File: config.mk
export PLATFORM = sky130hd
export DESIGN_NAME = snake_grid_engine
export DESIGN_NICKNAME = d
export VERILOG_FILES = /design/src/rtl/snake_grid_engine.sv
export SDC_FILE = /design/constraint.sdc
export NUM_CORES = 1
export LEC_CHECK = 0
export BUFFER_PORTS_ARGS = -buffer_cell sky130_fd_sc_hd__buf_2
export CORE_MARGIN = 2
export CORE_UTILIZATION = 40
export DETAILED_ROUTE_END_ITERATION = 7
export SYNTH_ARGS = -nofsm -noshare
export SYNTH_HDL_FRONTEND = slang
export SYNTH_SLANG_ARGS = --single-unit
File: constraint.sdc
create_clock -name clock_25 -period 10 [get_ports clock_25]
set_clock_uncertainty 0.2 [all_clocks]
set_input_delay 1 -clock clock_25 [delete_from_list [all_inputs] [get_ports clock_25]]
set_output_delay 1 -clock clock_25 [all_outputs]
set_load 0.05 [all_outputs]
File: src/rtl/snake_grid_engine.sv
// Snake state holder and 2-stage per-pixel classifier (head/body/fruit/empty).
// Define SNAKE_WRAP_EN to wrap the head around grid edges instead of colliding.
module snake_grid_engine #(
    parameter int GRID_W    = 80,
    parameter int GRID_H    = 60,
    parameter int TILE_LOG2 = 3,
    parameter int MAX_LEN   = 16,
    parameter int COORD_W   = 7,
    parameter int LEN_W     = 5,
    parameter int H_ACTIVE  = 640,
    parameter int V_ACTIVE  = 480
) (
    input  logic                 clock_25,
    input  logic                 reset,
    input  logic [9:0]           X,
    input  logic [9:0]           Y,
    input  logic [1:0]           dir,
    input  logic                 step,
    input  logic                 grow,
    input  logic [COORD_W-1:0]   fruit_x,
    input  logic [COORD_W-1:0]   fruit_y,
    output logic                 game_area,
    output logic [1:0]           selected_figure,
    output logic [TILE_LOG2-1:0] x_local,
    output logic [TILE_LOG2-1:0] y_local,
    output logic [COORD_W-1:0]   snake_head_x,
    output logic [COORD_W-1:0]   snake_head_y,
    output logic [LEN_W-1:0]     snake_length,
    output logic                 step_ack,
    output logic                 collision
);

    typedef enum logic [1:0] {
        DIR_RIGHT = 2'b00,
        DIR_DOWN  = 2'b01,
        DIR_LEFT  = 2'b10,
        DIR_UP    = 2'b11
    } dir_e;

    typedef enum logic [1:0] {
        FIG_EMPTY = 2'b00,
        FIG_HEAD  = 2'b01,
        FIG_BODY  = 2'b10,
        FIG_FRUIT = 2'b11
    } fig_e;

`ifdef SNAKE_WRAP_EN
    localparam bit WRAP = 1'b1;
`else
    localparam bit WRAP = 1'b0;
`endif

    localparam int GRID_PIX_W = GRID_W << TILE_LOG2;
    localparam int GRID_PIX_H = GRID_H << TILE_LOG2;
    // The visible grid is clipped to the active video area.
    localparam logic [9:0] PIX_W   = 10'((GRID_PIX_W < H_ACTIVE) ? GRID_PIX_W : H_ACTIVE);
    localparam logic [9:0] PIX_H   = 10'((GRID_PIX_H < V_ACTIVE) ? GRID_PIX_H : V_ACTIVE);
    localparam logic [9:0] APPLY_Y = 10'(V_ACTIVE);

    localparam logic [COORD_W-1:0] X_LAST  = COORD_W'(GRID_W - 1);
    localparam logic [COORD_W-1:0] Y_LAST  = COORD_W'(GRID_H - 1);
    localparam logic [COORD_W-1:0] START_X = COORD_W'(GRID_W / 2);
    localparam logic [COORD_W-1:0] START_Y = COORD_W'(GRID_H / 2);
    localparam logic [COORD_W-1:0] ONE_C   = COORD_W'(1);
    localparam logic [LEN_W-1:0]   LEN_MAX = LEN_W'(MAX_LEN);

    // ------------------------------------------------------------------
    // Snake state
    // ------------------------------------------------------------------
    logic [COORD_W-1:0] seg_x_q [MAX_LEN];
    logic [COORD_W-1:0] seg_x_d [MAX_LEN];
    logic [COORD_W-1:0] seg_y_q [MAX_LEN];
    logic [COORD_W-1:0] seg_y_d [MAX_LEN];
    logic [LEN_W-1:0]   len_q, len_d;
    dir_e               heading_q, heading_d;
    dir_e               pend_dir_q, pend_dir_d;
    logic               pending_q, pending_d;
    logic               pend_grow_q, pend_grow_d;
    logic               collision_q, collision_d;
    logic               step_ack_q, step_ack_d;

    // Move evaluation
    logic               apply_now;
    dir_e               move_dir;
    logic               grow_eff;
    logic               wall_hit;
    logic               self_hit;
    logic [COORD_W-1:0] new_x, new_y;

    assign apply_now = pending_q && (X == 10'd0) && (Y == APPLY_Y);

    always_comb begin
        // NOTE: every always_comb output gets a default first so no path can leave it unassigned and infer a latch.
        move_dir = ((pend_dir_q ^ heading_q) == 2'b10) ? heading_q : pend_dir_q;
        grow_eff = pend_grow_q && (len_q < LEN_MAX);
        wall_hit = 1'b0;
        new_x    = seg_x_q[0];
        new_y    = seg_y_q[0];

        case (move_dir)
            DIR_RIGHT: begin
                if (seg_x_q[0] == X_LAST) begin
                    wall_hit = 1'b1;
                    new_x    = '0;
                end else begin
                    new_x = seg_x_q[0] + ONE_C;
                end
            end
            DIR_LEFT: begin
                if (seg_x_q[0] == '0) begin
                    wall_hit = 1'b1;
                    new_x    = X_LAST;
                end else begin
                    new_x = seg_x_q[0] - ONE_C;
                end
            end
            DIR_DOWN: begin
                if (seg_y_q[0] == Y_LAST) begin
                    wall_hit = 1'b1;
                    new_y    = '0;
                end else begin
                    new_y = seg_y_q[0] + ONE_C;
                end
            end
            default: begin
                if (seg_y_q[0] == '0) begin
                    wall_hit = 1'b1;
                    new_y    = Y_LAST;
                end else begin
                    new_y = seg_y_q[0] - ONE_C;
                end
            end
        endcase

        // The tail vacates its tile this move unless the snake grows.
        self_hit = 1'b0;
        for (int i = 1; i < MAX_LEN; i++) begin
            if ((grow_eff ? (LEN_W'(i) < len_q) : (LEN_W'(i + 1) < len_q)) &&
                (seg_x_q[i] == new_x) && (seg_y_q[i] == new_y)) begin
                self_hit = 1'b1;
            end
        end
    end

    always_comb begin
        seg_x_d     = seg_x_q;
        seg_y_d     = seg_y_q;
        len_d       = len_q;
        heading_d   = heading_q;
        pending_d   = pending_q;
        pend_dir_d  = pend_dir_q;
        pend_grow_d = pend_grow_q;
        collision_d = collision_q;
        step_ack_d  = 1'b0;

        if (pending_q) begin
            if (apply_now) begin
                pending_d  = 1'b0;
                step_ack_d = 1'b1;
                if ((wall_hit && !WRAP) || self_hit) begin
                    collision_d = 1'b1;
                end else begin
                    for (int i = 1; i < MAX_LEN; i++) begin
                        seg_x_d[i] = seg_x_q[i-1];
                        seg_y_d[i] = seg_y_q[i-1];
                    end
                    seg_x_d[0] = new_x;
                    seg_y_d[0] = new_y;
                    heading_d  = move_dir;
                    len_d      = len_q + LEN_W'(grow_eff);
                end
            end
        end else if (step && !collision_q) begin
            pending_d   = 1'b1;
            pend_dir_d  = dir_e'(dir);
            pend_grow_d = grow;
        end
    end

    always_ff @(posedge clock_25) begin
        if (reset) begin
            // NOTE: only the two live segments are reset; slots past the length are never read, so the rest of the store stays reset-free.
            seg_x_q[0]  <= START_X;
            seg_y_q[0]  <= START_Y;
            seg_x_q[1]  <= START_X - ONE_C;
            seg_y_q[1]  <= START_Y;
            len_q       <= LEN_W'(2);
            heading_q   <= DIR_RIGHT;
            pending_q   <= 1'b0;
            pend_dir_q  <= DIR_RIGHT;
            pend_grow_q <= 1'b0;
            collision_q <= 1'b0;
            step_ack_q  <= 1'b0;
        end else begin
            // NOTE: state registers use non-blocking assignment so every flop samples pre-edge values.
            seg_x_q     <= seg_x_d;
            seg_y_q     <= seg_y_d;
            len_q       <= len_d;
            heading_q   <= heading_d;
            pending_q   <= pending_d;
            pend_dir_q  <= pend_dir_d;
            pend_grow_q <= pend_grow_d;
            collision_q <= collision_d;
            step_ack_q  <= step_ack_d;
        end
    end

    // ------------------------------------------------------------------
    // Render pipeline
    // ------------------------------------------------------------------
    logic [COORD_W-1:0]   tile_x_q, tile_x_d;
    logic [COORD_W-1:0]   tile_y_q, tile_y_d;
    logic [TILE_LOG2-1:0] off_x_q, off_x_d;
    logic [TILE_LOG2-1:0] off_y_q, off_y_d;
    logic                 inside_q, inside_d;

    logic [1:0]           fig_q, fig_d;
    logic                 area_q, area_d;
    logic [TILE_LOG2-1:0] x_local_q, x_local_d;
    logic [TILE_LOG2-1:0] y_local_q, y_local_d;

    logic hit_head, hit_body, hit_fruit;

    always_comb begin
        tile_x_d = COORD_W'(X >> TILE_LOG2);
        tile_y_d = COORD_W'(Y >> TILE_LOG2);
        off_x_d  = X[TILE_LOG2-1:0];
        off_y_d  = Y[TILE_LOG2-1:0];
        inside_d = (X < PIX_W) && (Y < PIX_H);
    end

    always_comb begin
        hit_head  = (tile_x_q == seg_x_q[0]) && (tile_y_q == seg_y_q[0]);
        hit_fruit = (tile_x_q == fruit_x) && (tile_y_q == fruit_y);
        hit_body  = 1'b0;
        for (int i = 1; i < MAX_LEN; i++) begin
            if ((LEN_W'(i) < len_q) && (tile_x_q == seg_x_q[i]) && (tile_y_q == seg_y_q[i])) begin
                hit_body = 1'b1;
            end
        end

        fig_d = FIG_EMPTY;
        if (inside_q) begin
            if (hit_head) begin
                fig_d = FIG_HEAD;
            end else if (hit_body) begin
                fig_d = FIG_BODY;
            end else if (hit_fruit) begin
                fig_d = FIG_FRUIT;
            end
        end
        area_d    = inside_q;
        x_local_d = off_x_q;
        y_local_d = off_y_q;
    end

    always_ff @(posedge clock_25) begin
        if (reset) begin
            tile_x_q  <= '0;
            tile_y_q  <= '0;
            off_x_q   <= '0;
            off_y_q   <= '0;
            inside_q  <= 1'b0;
            fig_q     <= FIG_EMPTY;
            area_q    <= 1'b0;
            x_local_q <= '0;
            y_local_q <= '0;
        end else begin
            tile_x_q  <= tile_x_d;
            tile_y_q  <= tile_y_d;
            off_x_q   <= off_x_d;
            off_y_q   <= off_y_d;
            inside_q  <= inside_d;
            fig_q     <= fig_d;
            area_q    <= area_d;
            x_local_q <= x_local_d;
            y_local_q <= y_local_d;
        end
    end

    assign game_area       = area_q;
    assign selected_figure = fig_q;
    assign x_local         = x_local_q;
    assign y_local         = y_local_q;
    assign snake_head_x    = seg_x_q[0];
    assign snake_head_y    = seg_y_q[0];
    assign snake_length    = len_q;
    assign step_ack        = step_ack_q;
    assign collision       = collision_q;

endmodule
=== After elaboration in Yosys (flattened, before gate mapping) ===
Index checks and enable logic that the tools add are counted.

* Register bits: 267
* Bits in latches: 0
* RAM bits: 0
* Memory bits (read-only): 0
* Input bits: 40
* Logic and storage cells: 293
* Memories kept: 0

* $add $sub $neg: 5
* $mul: 0
* Div/mod/pow operators: 0
* $lt $le $gt $ge: 19
* Equality and inequality tests: 70
* Shift operators: 0
* Muxes and demuxes: 64
* Bitwise gates (word level): 5
* Reduce and logical (&&, ||, !) cells: 81

{| class="wikitable"
|+ Operators with widths
! kind !! count
|-
| $eq 7x7->1 || 64
|-
| $logic_and 1x1->1 || 67
|-
| $mux 1 || 54
|-
| $lt 4x5->1 const A || 8
|-
| $mux 7 || 4
|-
| $pmux 7 s2 || 2
|-
| $lt 3x5->1 const A || 4
|-
| $add 7x1->7 const B || 2
|-
| $logic_not 7->1 || 2
|-
| $sub 7x1->7 const B || 2
|-
| $eq 10x9->1 const B || 1
|-
| $logic_not 10->1 || 1
|-
| $lt 10x10->1 const B || 1
|-
| $lt 10x9->1 const B || 1
|-
| $lt 2x5->1 const A || 2
|-
| $eq 7x6->1 const B || 1
|-
| $eq 7x7->1 const B || 1
|-
| $mux 2 || 3
|-
| $reduce_and 3->1 || 2
|-
| $reduce_or 2->1 || 3
|-
| $add 5x1->5 || 1
|-
| $lt 1x5->1 const A || 1
|-
| $lt 5x5->1 const A || 1
|-
| $lt 5x5->1 const B || 1
|-
| other kinds (11) || 15
|}

=== Logic depth before layout (Yosys ltp) ===
Gate-level depths: netlist (run 1).

* Depth after elaboration: 26
* Depth in mapped cells: 17
* Mapped depth without buffers: 12

=== Least setup slack after synthesis (run 1) ===
No wires, ideal clock.

* Path kind: register -> register
* Start: register seg_x_q, in the netlist snake_head_x[0]
* End: register seg_x_q[0] (netlist name) (enable)
* Library setup time: 0.582 ns
* Data arrival time: 7.692 ns
* Slack: 1.526 ns
* Stages on the path, launching flop included: 17
* Buffers on the path: 4
* Period minus slack after synthesis: 8.474 ns
* Path through: dfxtp_1 > clkbuf_1 > inv_1 > ha_1 > nor2b_1 > a2111oi_2 > or3_1 > clkbuf_1 > buf_2 > nand2_1 > and4b_1 > nand4_1 > o22ai_1 > or4_1 > buf_2 > nor2_1 > and3_1

* Longest elaborated chain between the ends: 24

{| class="wikitable"
|+ Ends and longest elaborated chain
! what !! RTL line !! RTL
|-
| start, declared || 70 || <nowiki>logic [COORD_W-1:0] seg_x_q [MAX_LEN];</nowiki>
|-
| start signal, assigned || 196 || <nowiki>seg_x_q <= seg_x_d;</nowiki>
|-
| $sub 7x1->7, or another cell as far along || 114 || <nowiki>new_x = seg_x_q[0] - ONE_C;</nowiki>
|-
| $mux 7, on equally long branches || 110, 102 ||
|-
| $pmux 7 s2 || 100 || <nowiki>case (move_dir)</nowiki>
|-
| $eq 7x7->1 || 139 || <nowiki>(seg_x_q[i] == new_x) && (seg_y_q[i] == new_y)) begin</nowiki>
|-
| $logic_and 1x1->1 || 138 || <nowiki>if ((grow_eff ? (LEN_W'(i) < len_q) : (LEN_W'(i + 1) < len_q)) &&</nowiki>
|-
| $logic_and 1x1->1 || 139 ||
|-
| $mux 1 (15 in a row) || 138 ||
|-
| $logic_or 1x1->1 * || 160 || <nowiki>if ((wall_hit && !WRAP) || self_hit) begin</nowiki>
|-
| $not 1->1 (no line) * || -- ||
|-
| $reduce_and 4->1 (no line) * || -- ||
|}

Mark *: on every way between the ends. The rest lies on a longest branch, timed or not.
A chain may end at the register's enable or synchronous reset.

=== Worst setup path in the final report (run 1) ===
* Start: register pend_dir_q[0]
* End: register seg_y_q[93] (netlist name) (enable)

* Longest elaborated chain between the ends: 26

{| class="wikitable"
|+ Ends and longest elaborated chain
! what !! RTL line !! RTL
|-
| start, declared || 76 || <nowiki>dir_e pend_dir_q, pend_dir_d;</nowiki>
|-
| start signal, assigned || 201 || <nowiki>pend_dir_q <= pend_dir_d;</nowiki>
|-
| $xor 2x2->2 || 94 || <nowiki>move_dir = ((pend_dir_q ^ heading_q) == 2'b10) ? heading_q : pend_dir_q;</nowiki>
|-
| $eq 2x2->1 || 94 ||
|-
| $mux 2 * || 94 ||
|-
| $eq 2x2->1 or $logic_not 2->1 (tied branches) || 100 ||
|-
| $reduce_or 2->1 (no line) or $pmux 7 s2 (tied branches) || -- ||
|-
| $pmux 7 s2 or $eq 7x7->1 (tied branches) || 100, 139 ||
|-
| $eq 7x7->1 or $logic_and 1x1->1 (tied branches) || 139, 138 ||
|-
| $logic_and 1x1->1 || 139 ||
|-
| $mux 1 (15 in a row) || 138 ||
|-
| $logic_or 1x1->1 * || 160 ||
|-
| $not 1->1 (no line) * || -- ||
|-
| $reduce_and 4->1 (no line) * || -- ||
|-
| end signal, assigned || 197 || <nowiki>seg_y_q <= seg_y_d;</nowiki>
|-
| end, declared || 72 || <nowiki>logic [COORD_W-1:0] seg_y_q [MAX_LEN];</nowiki>
|}

Marked as above.

==> metrics.md, run 1 <==
| Metric | Value |
|---|---|
| Status | `finished, final reports clean` |
| Die Ht | `207 um` |
| Hold Path Class | `reg2reg` |
| Fin crit share | `0.623` |
| Most used DFF post-synth | `edfxtp_1` |
| Hold_sp | `off_y_q[2]` |
| Reg2reg setup slack | `about 3800 ps` |
| Mapped Area | `0.0164 mm^2` |
| Max frequency | `0.160 GHz` |
| Share of layout cells above drive strength 1 | `0.119` |
| Crit path max-delay cell type | `dfxtp_2` |
| Leakage power | `0.00594 uW` |
| Total GRT Usage | `0.297` |
| Final Hold Viols | `0` |
| CP Capture Type | `flop` |
| Worst slew pin tran | `between 1000 and 1500 ps` |
| RR Startpoint | `pend_dir_q[0]` |
| Initial cell density of the core | `0.404` |
| Layout area overhead | `11.1%` |
| Dpl ws | `3950 ps` |
| ANT nets after route | `0` |
| CP arrival | `6230 ps` |
| CTS tree | `built` |
| Hold depth | `1` |
| Fin Setup TNS | `0 ps` |
| Post-synth cell types | `approximately 80` |
| First-pass GRT wire length | `approximately 90000 um` |
| GRT overflow | `0` |
| Avg Inst Size Synth | `10.3 um^2` |
| Worst vdd ir | `0.118 mV` |
| CP max FO | `196` |
| Endpoint, Worst Hold | `y_local[2]` |
| Vias in the first global route | `roughly 13000` |
| Worst Setup Start Kind | `flop` |
| Synth top area cells | `edfxtp_1, xnor2_1, dfxtp_1` |
| Total routed wirelength | `63500 um` |
| Buf+Inv Stages, Crit Path | `2` |
| Dpl hpwl | `44000 um` |
| Post-CTS sizing | `0` |
| Placed insts | `about 2100` |
| Setup CP Type | `reg2reg` |
| N_diodes | `0` |
| Most frequent cells after synthesis | `xnor2_1, edfxtp_1, xor2_1` |
| Routed vias | `roughly 14000` |
| EDFF count, synth | `196` |
| DR pass1 iterations | `5` |
| Yosys top cell area share | `0.358` |
| Final worst setup slack | `between 3000 and 4000 ps` |
| Final #Nets | `roughly 1700` |
| Num ports | `70` |
| Synthesis-stage register bit count | `267` |
| Hold-fix buffers, CTS | `0` |
| Final GP Congestion | `0.961` |
| Depth of the worst register-to-register path | `10` |
| Drc violations | `0` |
| Minimum clock period | `6230 ps` |
| Die width | `207 um` |
| Synthesized Nets | `1643` |
| Worst-case clock buffer depth | `3` |
| Worst slew margin | `0.134` |
| Worst hold slack | `approximately 250 ps` |
| Seq/Total Area, Yosys | `0.445` |
| Root buffer cell | `clkbuf_16` |
| Reg clk slew, reported paths | `~70 ps` |
| Initial antenna violation count | `0` |
| RSZ-0062 raised after global routing | `false` |
| Die ar. | `0.0427 mm^2` |
| Post-Layout Cell Count | `around 2200` |
| Pin count of the biggest net entering global routing | `197` |
| CP max stage delay | `970 ps` |
| Wire length per cell | `about 30 um` |
| # rows | `74` |
| Total of warnings raised by yosys | `0` |
| Num CTS Buffers | `30` |
| Via/cell ratio | `6.32` |
| H-tree depth | `1` |
| PortBufs | `69` |
| # Max-Cap Violations | `0` |
| Setup-failing EPs final | `0` |
| Iteration-0 DRC Markers | `1615` |
| Reg-to-Reg End | `seg_y_q[93]` |
| Final core utilization | `0.449` |
| Top delay family on crit path | `simple AND/OR/NAND/NOR gates` |
| Max Transition Viols Final | `0` |
| CORE AREA | `0.0406 mm^2` |
| Clock Sinks | `267` |
| Top-count cell post-synth | `xnor2_1` |
| Yosys top cell by area | `edfxtp_1` |
| Post-Syn Instances | `1595` |
| Clock latency at the later pin of the worst-skew pair | `600 ps` |
| Cell Chain, Critical Path | `clkinv_1 > a311oi_1 > nor2_2 > xor2_1 > nand4_1 > o22ai_1 > or4_1 > nor2_1 > and3_4 > buf_12` |
| FFs w/ async S/R, synth | `0` |
| CP required | `10000 ps` |
| Pwr/cell area | `138 mW/mm^2` |
| Postcts setup bufs | `0` |
[metal layers]
| layer | share of wire | wire length [um] | vias up | GRT usage |
|---|---|---|---|---|
| met5 | 0 | 0 | - | 0 |
| met4 | 0.063 | 4000 | 0 | 0.161 |
| met3 | 0.093 | 5930 | 218 | 0.0573 |
| met2 | 0.46 | 29300 | 827 | 0.480 |
| met1 | 0.38 | 24400 | 6739 | 0.375 |
| li1 | - | - | 5883 | - |
[worst max path at each step]
stage                               start     endpoint  cells past startpoint
after floorplan           snake_head_x[0]   seg_x_q[0]                     16
after global placement      pend_dir_q[0]  seg_y_q[93]                     10
after detailed placement    pend_dir_q[0]  seg_y_q[93]                     10
after CTS                   pend_dir_q[0]  seg_y_q[93]                     10
after global routing        pend_dir_q[0]  seg_y_q[93]                     11
final                       pend_dir_q[0]  seg_y_q[93]                     10
[stage by stage]
step           total power [uW]  instance area (um^2)
2_1_floorplan              1310                 16400
3_3_place_gp               1370                 17200
3_5_place_dp               1380                 17200
4_1_cts                    2530                 18200
5_1_grt                    2580                 18200
6_report                   2520                 18200
[area by class of cell]
type	instances	area, um^2
inverter	19	71.3
clock inverter	14	103
fill	3839	22400
timing repair buffer	102	606
sequential	267	7310
multi-input combinational	1188	8510
tap	532	666
clock buffer	42	973
[kinds of logic (layout without fill, tap and decap cells)]
| kind of cell | count (synthesis) | in the layout | share of synthesized area |
|---|---|---|---|
| AO/OA/AOI/OAI | 229 | 229 | 0.0961 |
| XOR/XNOR | 375 | 375 | 0.200 |
| AND/OR/NAND/NOR | 528 | 528 | 0.183 |
| buffers and inverters | 140 | 177 | 0.0388 |
| flip-flops | 267 | 267 | 0.445 |
| multiplexers | 48 | 48 | 0.0307 |
| adder cells (fa/ha/maj) | 8 | 8 | 0.00610 |
[where the power goes]
| group | total (uW) | switching (uW) | internal (uW) | leakage, uW |
|---|---|---|---|---|
| Combinational | 155 | 97.5 | 57.4 | 0.00314 |
| Clock | 1160 | 479 | 683 | 0.000540 |
| Sequential | 1200 | 22.8 | 1180 | 0.00227 |
| Total | 2520 | 599 | 1920 | 0.00594 |
[registers in the layout, indices dropped and copies added (netlist names)]
signal	cells
pend_grow_q	1
tile_x_q	7
heading_q	2
snake_head_x	7
area_d	1
pending_q	1
step_ack	1
pend_dir_q	2
snake_length	5
seg_y_q	105
off_y_q	3
snake_head_y	7
game_area	1
y_local	3
x_local	3
seg_x_q	105
off_x_q	3
selected_figure	2
collision	1
tile_y_q	7
[placed cells by master, fill, tap and decap left out, types with 10 or more instances in the layout]
cell       count
a2111oi_0     11
a21boi_0      12
a21o_1        10
a21oi_1       41
a31oi_1       11
and3_1        20
buf_2         69
buf_4         32
clkbuf_16     36
dfxtp_1       65
edfxtp_1     196
inv_1         18
mux2i_1       34
nand2_1       60
nand2b_1      14
nand3_1       46
nand4_1       75
nand4b_1      10
nor2_1        76
nor2b_1       47
nor3_1        37
nor4_1        64
o21ai_0       41
o22ai_1       10
o31ai_1       11
or3_1         22
or4_1         14
xnor2_1      229
xor2_1       145
No activity file was read; power rests on OpenSTA's default activity.
==> inputs of run 2 (changes only) <==
==> constraint.sdc (replaced) <==
create_clock -name clock_25 -period 5.93 [get_ports clock_25]
set_clock_uncertainty 0.2 [all_clocks]
set_input_delay 0.593 -clock clock_25 [delete_from_list [all_inputs] [get_ports clock_25]]
set_output_delay 0.593 -clock clock_25 [all_outputs]
set_load 0.05 [all_outputs]
==> run 2 against run 1 <==
Against the previous run:
- flip-flop and latch count did not move
- core utilization rose by 0.40 points
- largest power group unchanged
- worst setup slack worse by 3500 ps
- clock power increased by 59%
- first-iteration DRC count fell by 4.6%
- via count is 0.88% higher
- highest routed layer is now met5
==> metrics.md, run 2 (synthesized netlist as in run 1, its figures left out) <==
| Metric | Value |
|---|---|
| Status | `finished, final reports clean` |
| GRT overflow | `0 (unchanged)` |
| Hold depth | `2 (+1)` |
| Worst slew margin | `0.133 (-0.000413)` |
| Most frequent cells in the layout | `xnor2_1, edfxtp_1, xor2_1, nor2_1, nand4_1` |
| Iteration-0 DRC Markers | `1541 (-4.6%)` |
| Depth of the worst register-to-register path | `13 (+3)` |
| CORE AREA | `0.0406 mm^2 (unchanged)` |
| Worst Setup Start Kind | `flop` |
| Max Transition Viols Final | `0 (unchanged)` |
| Pin count of the biggest net entering global routing | `52 (-74%)` |
| Dpl ws | `398 ps (-3550 ps)` |
| H-tree depth | `1 (unchanged)` |
| Worst vdd ir | `0.216 mV (+83%)` |
| Worst hold slack | `30.5 ps (-219 ps)` |
| Num CTS Buffers | `30 (unchanged)` |
| Drc violations | `0 (unchanged)` |
| Die Ht | `207 um (unchanged)` |
| Die ar. | `0.0427 mm^2 (unchanged)` |
| CP max FO | `51 (-74%)` |
| Layout area overhead | `12.1%` |
| Final Hold Viols | `0 (unchanged)` |
| # Max-Cap Violations | `0 (unchanged)` |
| Total routed wirelength | `64300 um (+1.2%)` |
| Reg clk slew, reported paths | `60 ps (about the same)` |
| Post-CTS sizing | `0 (unchanged)` |
| Worst-case clock buffer depth | `3 (unchanged)` |
| CTS tree | `built` |
| Placement Cell Area | `0.0174 mm^2 (+1.5%)` |
| Wire length per cell | `29.4 um (about the same)` |
| N_diodes | `0 (unchanged)` |
| Initial cell density of the core | `0.404 (unchanged)` |
| Leakage power | `0.00598 uW (+0.55%)` |
| # rows | `74 (unchanged)` |
| Setup CP Type | `reg2reg` |
| Final worst setup slack | `315 ps (-3450 ps)` |
| Fin crit share | `0.947 (+0.324)` |
| RSZ-0062 raised after global routing | `false` |
| Via/cell ratio | `6.29 (-0.37%)` |
| Max frequency | `0.178 GHz (+11%)` |
| Hold Path Class | `in2reg` |
| CP arrival | `5680 ps (-550 ps)` |
| ANT nets after route | `0 (unchanged)` |
| Minimum clock period | `5620 ps (-617 ps)` |
| Filler instances | `3802 (-0.96%)` |
| First-pass GRT wire length | `92700 um (+2.0%)` |
| Num ports | `70 (unchanged)` |
| Routed vias | `13787 (+0.88%)` |
| Clock latency at the later pin of the worst-skew pair | `590 ps (about the same)` |
| Pwr/cell area | `225 mW/mm^2 (+63%)` |
| Final #Nets | `1683 (+1.6%)` |
| Total GRT Usage | `0.303 (+0.00641)` |
| Worst slew pin tran | `1300 ps (+0.620 ps)` |
| Clock Sinks | `267 (unchanged)` |
| Final GP Congestion | `1.03 (+7.5%)` |
| Vias in the first global route | `13367 (+2.7%)` |
| PortBufs | `69 (unchanged)` |
| Postcts setup bufs | `0 (unchanged)` |
| Setup-failing EPs final | `0 (unchanged)` |
| CP Capture Type | `flop` |
| Root buffer cell | `clkbuf_16` |
| Die width | `207 um (unchanged)` |
| Hold-fix buffers, CTS | `0 (unchanged)` |
| Cell area after layout | `0.0184 mm^2 (+0.88%)` |
| Share of layout cells above drive strength 1 | `0.131 (+0.0125)` |
| DR pass1 iterations | `6 (+1)` |
| CP required | `6000 ps (-4000 ps)` |
| Initial antenna violation count | `1 (+1)` |
| Fin Setup TNS | `0 ps (unchanged)` |
| Biggest regs | `seg_x_q x105, seg_y_q x105` |
| Dpl hpwl | `45900 um (+4.3%)` |
| Most common cell after layout, fill and taps aside | `xnor2_1` |
run 2: cell types whose count changed in the layout (fill, tap and decap cells not counted), sizes merged:
cell	before	now
buf	102	129
clkinvlp	0	6
clkbuf	42	38
bufinv	0	3
inv	21	18
clkinv	12	10
run 2: through the flow:
stage	power, uW	instances	util
2_1_floorplan	2220	1595	-
3_3_place_gp	2310	2135	0.429
3_5_place_dp	2320	2135	0.429
4_1_cts	4160	2191	0.453
5_1_grt	4250	2191	0.453
6_report	4140	2191	0.453
run 2: critical path, stage by stage (launching register included):
cell	delay, ps
dfxtp_1	450
ha_1	360
and3_1	240
a311o_1	360
a32oi_2	1030
buf_4	340
xnor2_1	100
o21ai_0	140
nor4b_1	130
a22o_1	220
or4_1	550
nor2_1	190
and3_4	580
buf_12	340
run 2: layout make-up:
| type | instances | area (um^2) | share of cell area |
|---|---|---|---|
| Inverter | 19 | 71.3 | 0.00388 |
| Clock inverter | 18 | 191 | 0.0104 |
| Timing Repair Buffer | 129 | 858 | 0.0466 |
| Tap cell | 532 | 666 | 0.0362 |
| Sequential cell | 267 | 7320 | 0.398 |
| Multi-Input combinational cell | 1188 | 8500 | 0.462 |
| Clock buffer | 38 | 791 | 0.0430 |
run 2: final timing paths:
check,slack (ps),endpoint,start
max,310,seg_x_q[61],snake_head_x[0]
min,30,tile_y_q[5],Y[8]
max reg2reg,310,seg_x_q[61],snake_head_x[0]
min reg2reg,250,x_local[1],off_x_q[1]
run 2: where the power goes:
group | total (uW) | switching [uW] | internal, uW
registers | 2050 | 59.5 | 1990
logic | 236 | 139 | 97.0
clock network | 1850 | 779 | 1080
run 2: metal layers:
layer | global-route usage | up-vias | routed length, um
li1 | - | 5927 | -
met1 | 0.380 | 6708 | 24600
met2 | 0.474 | 896 | 28400
met3 | 0.0779 | 254 | 7060
met4 | 0.179 | 2 | 4270
met5 | 0 | - | 13
==> inputs of run 3 (changes only) <==
==> constraint.sdc (replaced) <==
create_clock -name clock_25 -period 7.2 [get_ports clock_25]
set_clock_uncertainty 0.2 [all_clocks]
set_input_delay 0.72 -clock clock_25 [delete_from_list [all_inputs] [get_ports clock_25]]
set_output_delay 0.72 -clock clock_25 [all_outputs]
set_load 0.05 [all_outputs]
==> run 3 against run 2 <==
Against the previous run:
- the run now ends with capacitance limit left
- first-iteration DRC count is 12% higher
- core utilization is 0.41 points lower
- global-route usage is 0.23 points lower
- critical endpoint is now seg_x_q[15]
==> metrics.md, run 3 (synthesized netlist as in run 1, its figures left out) <==
| Metric | Value |
|---|---|
| Initial antenna violation count | `1 (unchanged)` |
| Routed met1 length | `24900 um (+1.3%)` |
| Die ar. | `0.0427 mm^2 (unchanged)` |
| Wire length per cell | `29.6 um (+0.76%)` |
| Final core utilization | `0.449 (-0.00412)` |
| Final Hold Viols | `0 (unchanged)` |
| H-tree depth | `1 (unchanged)` |
| Worst slew pin tran | `1470 ps (+171 ps)` |
| Clock Sinks | `267 (unchanged)` |
| Vias in the first global route | `12948 (-3.1%)` |
| Die Ht | `207 um (unchanged)` |
| Worst hold slack | `160 ps (+130 ps)` |
| Clock latency at the later pin of the worst-skew pair | `590 ps (about the same)` |
| Hold Path Class | `in2reg` |
| # Max-Cap Violations | `1 (+1)` |
| Root buffer cell | `clkbuf_16` |
| Num ports | `70 (unchanged)` |
| Placement Cell Area | `0.0172 mm^2 (-1.1%)` |
| Hold-fix buffers, CTS | `0 (unchanged)` |
| WL met2 | `28800 um (+1.5%)` |
| Pin count of the biggest net entering global routing | `116 (+120%)` |
| Initial cell density of the core | `0.404 (unchanged)` |
| Setup-failing EPs final | `0 (unchanged)` |
| Final GP Congestion | `0.986 (-4.5%)` |
| RSZ-0062 raised after global routing | `false` |
| CP arrival | `5700 ps (+20 ps)` |
| Area of the multi-input gates | `0.00849 mm^2 (-0.13%)` |
| Leakage power | `0.00592 uW (-0.99%)` |
| Post-CTS sizing | `0 (unchanged)` |
| Fin crit share | `0.788 (-0.158)` |
| Dpl hpwl | `45500 um (-0.89%)` |
| PortBufs | `69 (unchanged)` |
| GRT overflow | `0 (unchanged)` |
| Num CTS Buffers | `30 (unchanged)` |
| Most common cell after layout, fill and taps aside | `xnor2_1` |
| Setup CP Type | `reg2reg` |
| Minimum clock period | `5680 ps (+61.6 ps)` |
| DR pass1 iterations | `6 (unchanged)` |
| Status | `finished with violations` |
| Layout area overhead | `11.0%` |
| CORE AREA | `0.0406 mm^2 (unchanged)` |
| Fin Setup TNS | `0 ps (unchanged)` |
| Postcts setup bufs | `0 (unchanged)` |
| Biggest regs | `seg_x_q x105, seg_y_q x105` |
| Die width | `207 um (unchanged)` |
| Routed met3 length | `6330 um (-10%)` |
| Reg clk slew, reported paths | `60 ps (about the same)` |
| CTS tree | `built` |
| Failing checks | `capacitance limit` |
| ANT nets after route | `0 (unchanged)` |
| CP Capture Type | `flop` |
| Filler instances | `3801 (-0.026%)` |
| CP max FO | `115 (+130%)` |
| Routed vias | `13588 (-1.4%)` |
| First-pass GRT wire length | `91800 um (-0.97%)` |
| Total routed wirelength | `64300 um (about the same)` |
| Via/cell ratio | `6.25 (-0.63%)` |
| Max frequency | `0.176 GHz (-1.1%)` |
| CP required | `7230 ps (+1230 ps)` |
| # rows | `74 (unchanged)` |
| Max Transition Viols Final | `0 (unchanged)` |
| Worst slew margin | `0.00910 (-0.124)` |
| Most frequent cells in the layout | `xnor2_1, edfxtp_1, xor2_1, nor2_1, nand4_1` |
| Total GRT Usage | `0.301 (-0.00232)` |
| Highest Signal Layer | `met5` |
| Final #Nets | `1665 (-1.1%)` |
| Worst Setup Start Kind | `flop` |
| N_diodes | `0 (unchanged)` |
| Seq. cell area | `0.00731 mm^2 (-0.10%)` |
| Share of layout cells above drive strength 1 | `0.118 (-0.0138)` |
| Pwr/cell area | `189 mW/mm^2 (-16%)` |
| Worst vdd ir | `0.168 mV (-22%)` |
| Worst-case clock buffer depth | `3 (unchanged)` |
| Iteration-0 DRC Markers | `1725 (+12%)` |
| Cell area after layout | `0.0182 mm^2 (-0.91%)` |
| Drc violations | `0 (unchanged)` |
-- run 3: cell types whose count changed in the layout (fill, tap and decap cells not counted), moves of 2 or more --
| cell | before | now |
|---|---|---|
| inv_4 | 0 | 2 |
| dfxtp_1 | 61 | 67 |
| dfxtp_2 | 10 | 4 |
| bufinv_16 | 3 | 1 |
| clkinvlp_2 | 2 | 0 |
| clkbuf_8 | 1 | 6 |
| buf_4 | 55 | 40 |
| buf_12 | 5 | 2 |
| a21oi_1 | 41 | 43 |
| clkbuf_16 | 30 | 32 |
| clkinvlp_4 | 4 | 0 |
| clkinv_1 | 3 | 1 |
| a21oi_2 | 2 | 0 |
-- run 3: area by class of cell --
type / instances / area share
Multi-Input combinational cell: 1188 / 0.466
Clock inverter: 9 / 0.00480
Sequential cell: 267 / 0.401
Timing Repair Buffer: 111 / 0.0376
Tap cell: 532 / 0.0365
Clock buffer: 47 / 0.0504
Inverter: 19 / 0.00391
-- run 3: per-layer routing --
| metal | track usage | up-vias |
|---|---|---|
| li1 | - | 5896 |
| met1 | 0.386 | 6637 |
| met2 | 0.471 | 833 |
| met3 | 0.0592 | 220 |
| met4 | 0.181 | 2 |
| met5 | 0 | - |
-- run 3: through the flow --
step	power, uW	setup slack [ps]	std cells
2_1_floorplan	1830	964	1595
3_3_place_gp	1900	1640	2117
3_5_place_dp	1900	1630	2117
4_1_cts	3460	1620	2173
5_1_grt	3530	1260	2173
6_report	3440	1520	2173
-- run 3: critical path, stage by stage, from the launching register on --
cell,delay [ps]
dfxtp_1,600
inv_1,260
ha_1,280
nor4b_1,180
a211oi_1,520
and3_1,880
nor2_2,210
xor2_1,210
a2111oi_0,90
and4_1,250
or4_1,620
nor2_1,210
and3_4,250
buf_12,480
-- run 3: worst paths after layout --
check / from / end / slack (ps) / depth (start not counted)
max: snake_head_y[1] / seg_x_q[15] / 1520 / 13
min: Y[1] / off_y_q[1] / 160 / 2
max reg2reg: snake_head_y[1] / seg_x_q[15] / 1520 / 13
min reg2reg: off_y_q[1] / y_local[1] / 250 / 1
-- run 3: where the power goes --
group | leakage [uW] | internal, uW | switching, uW
sequential | 0.00226 | 1640 | 24.5
clock | 0.000501 | 911 | 650
combinational | 0.00316 | 80.8 | 133
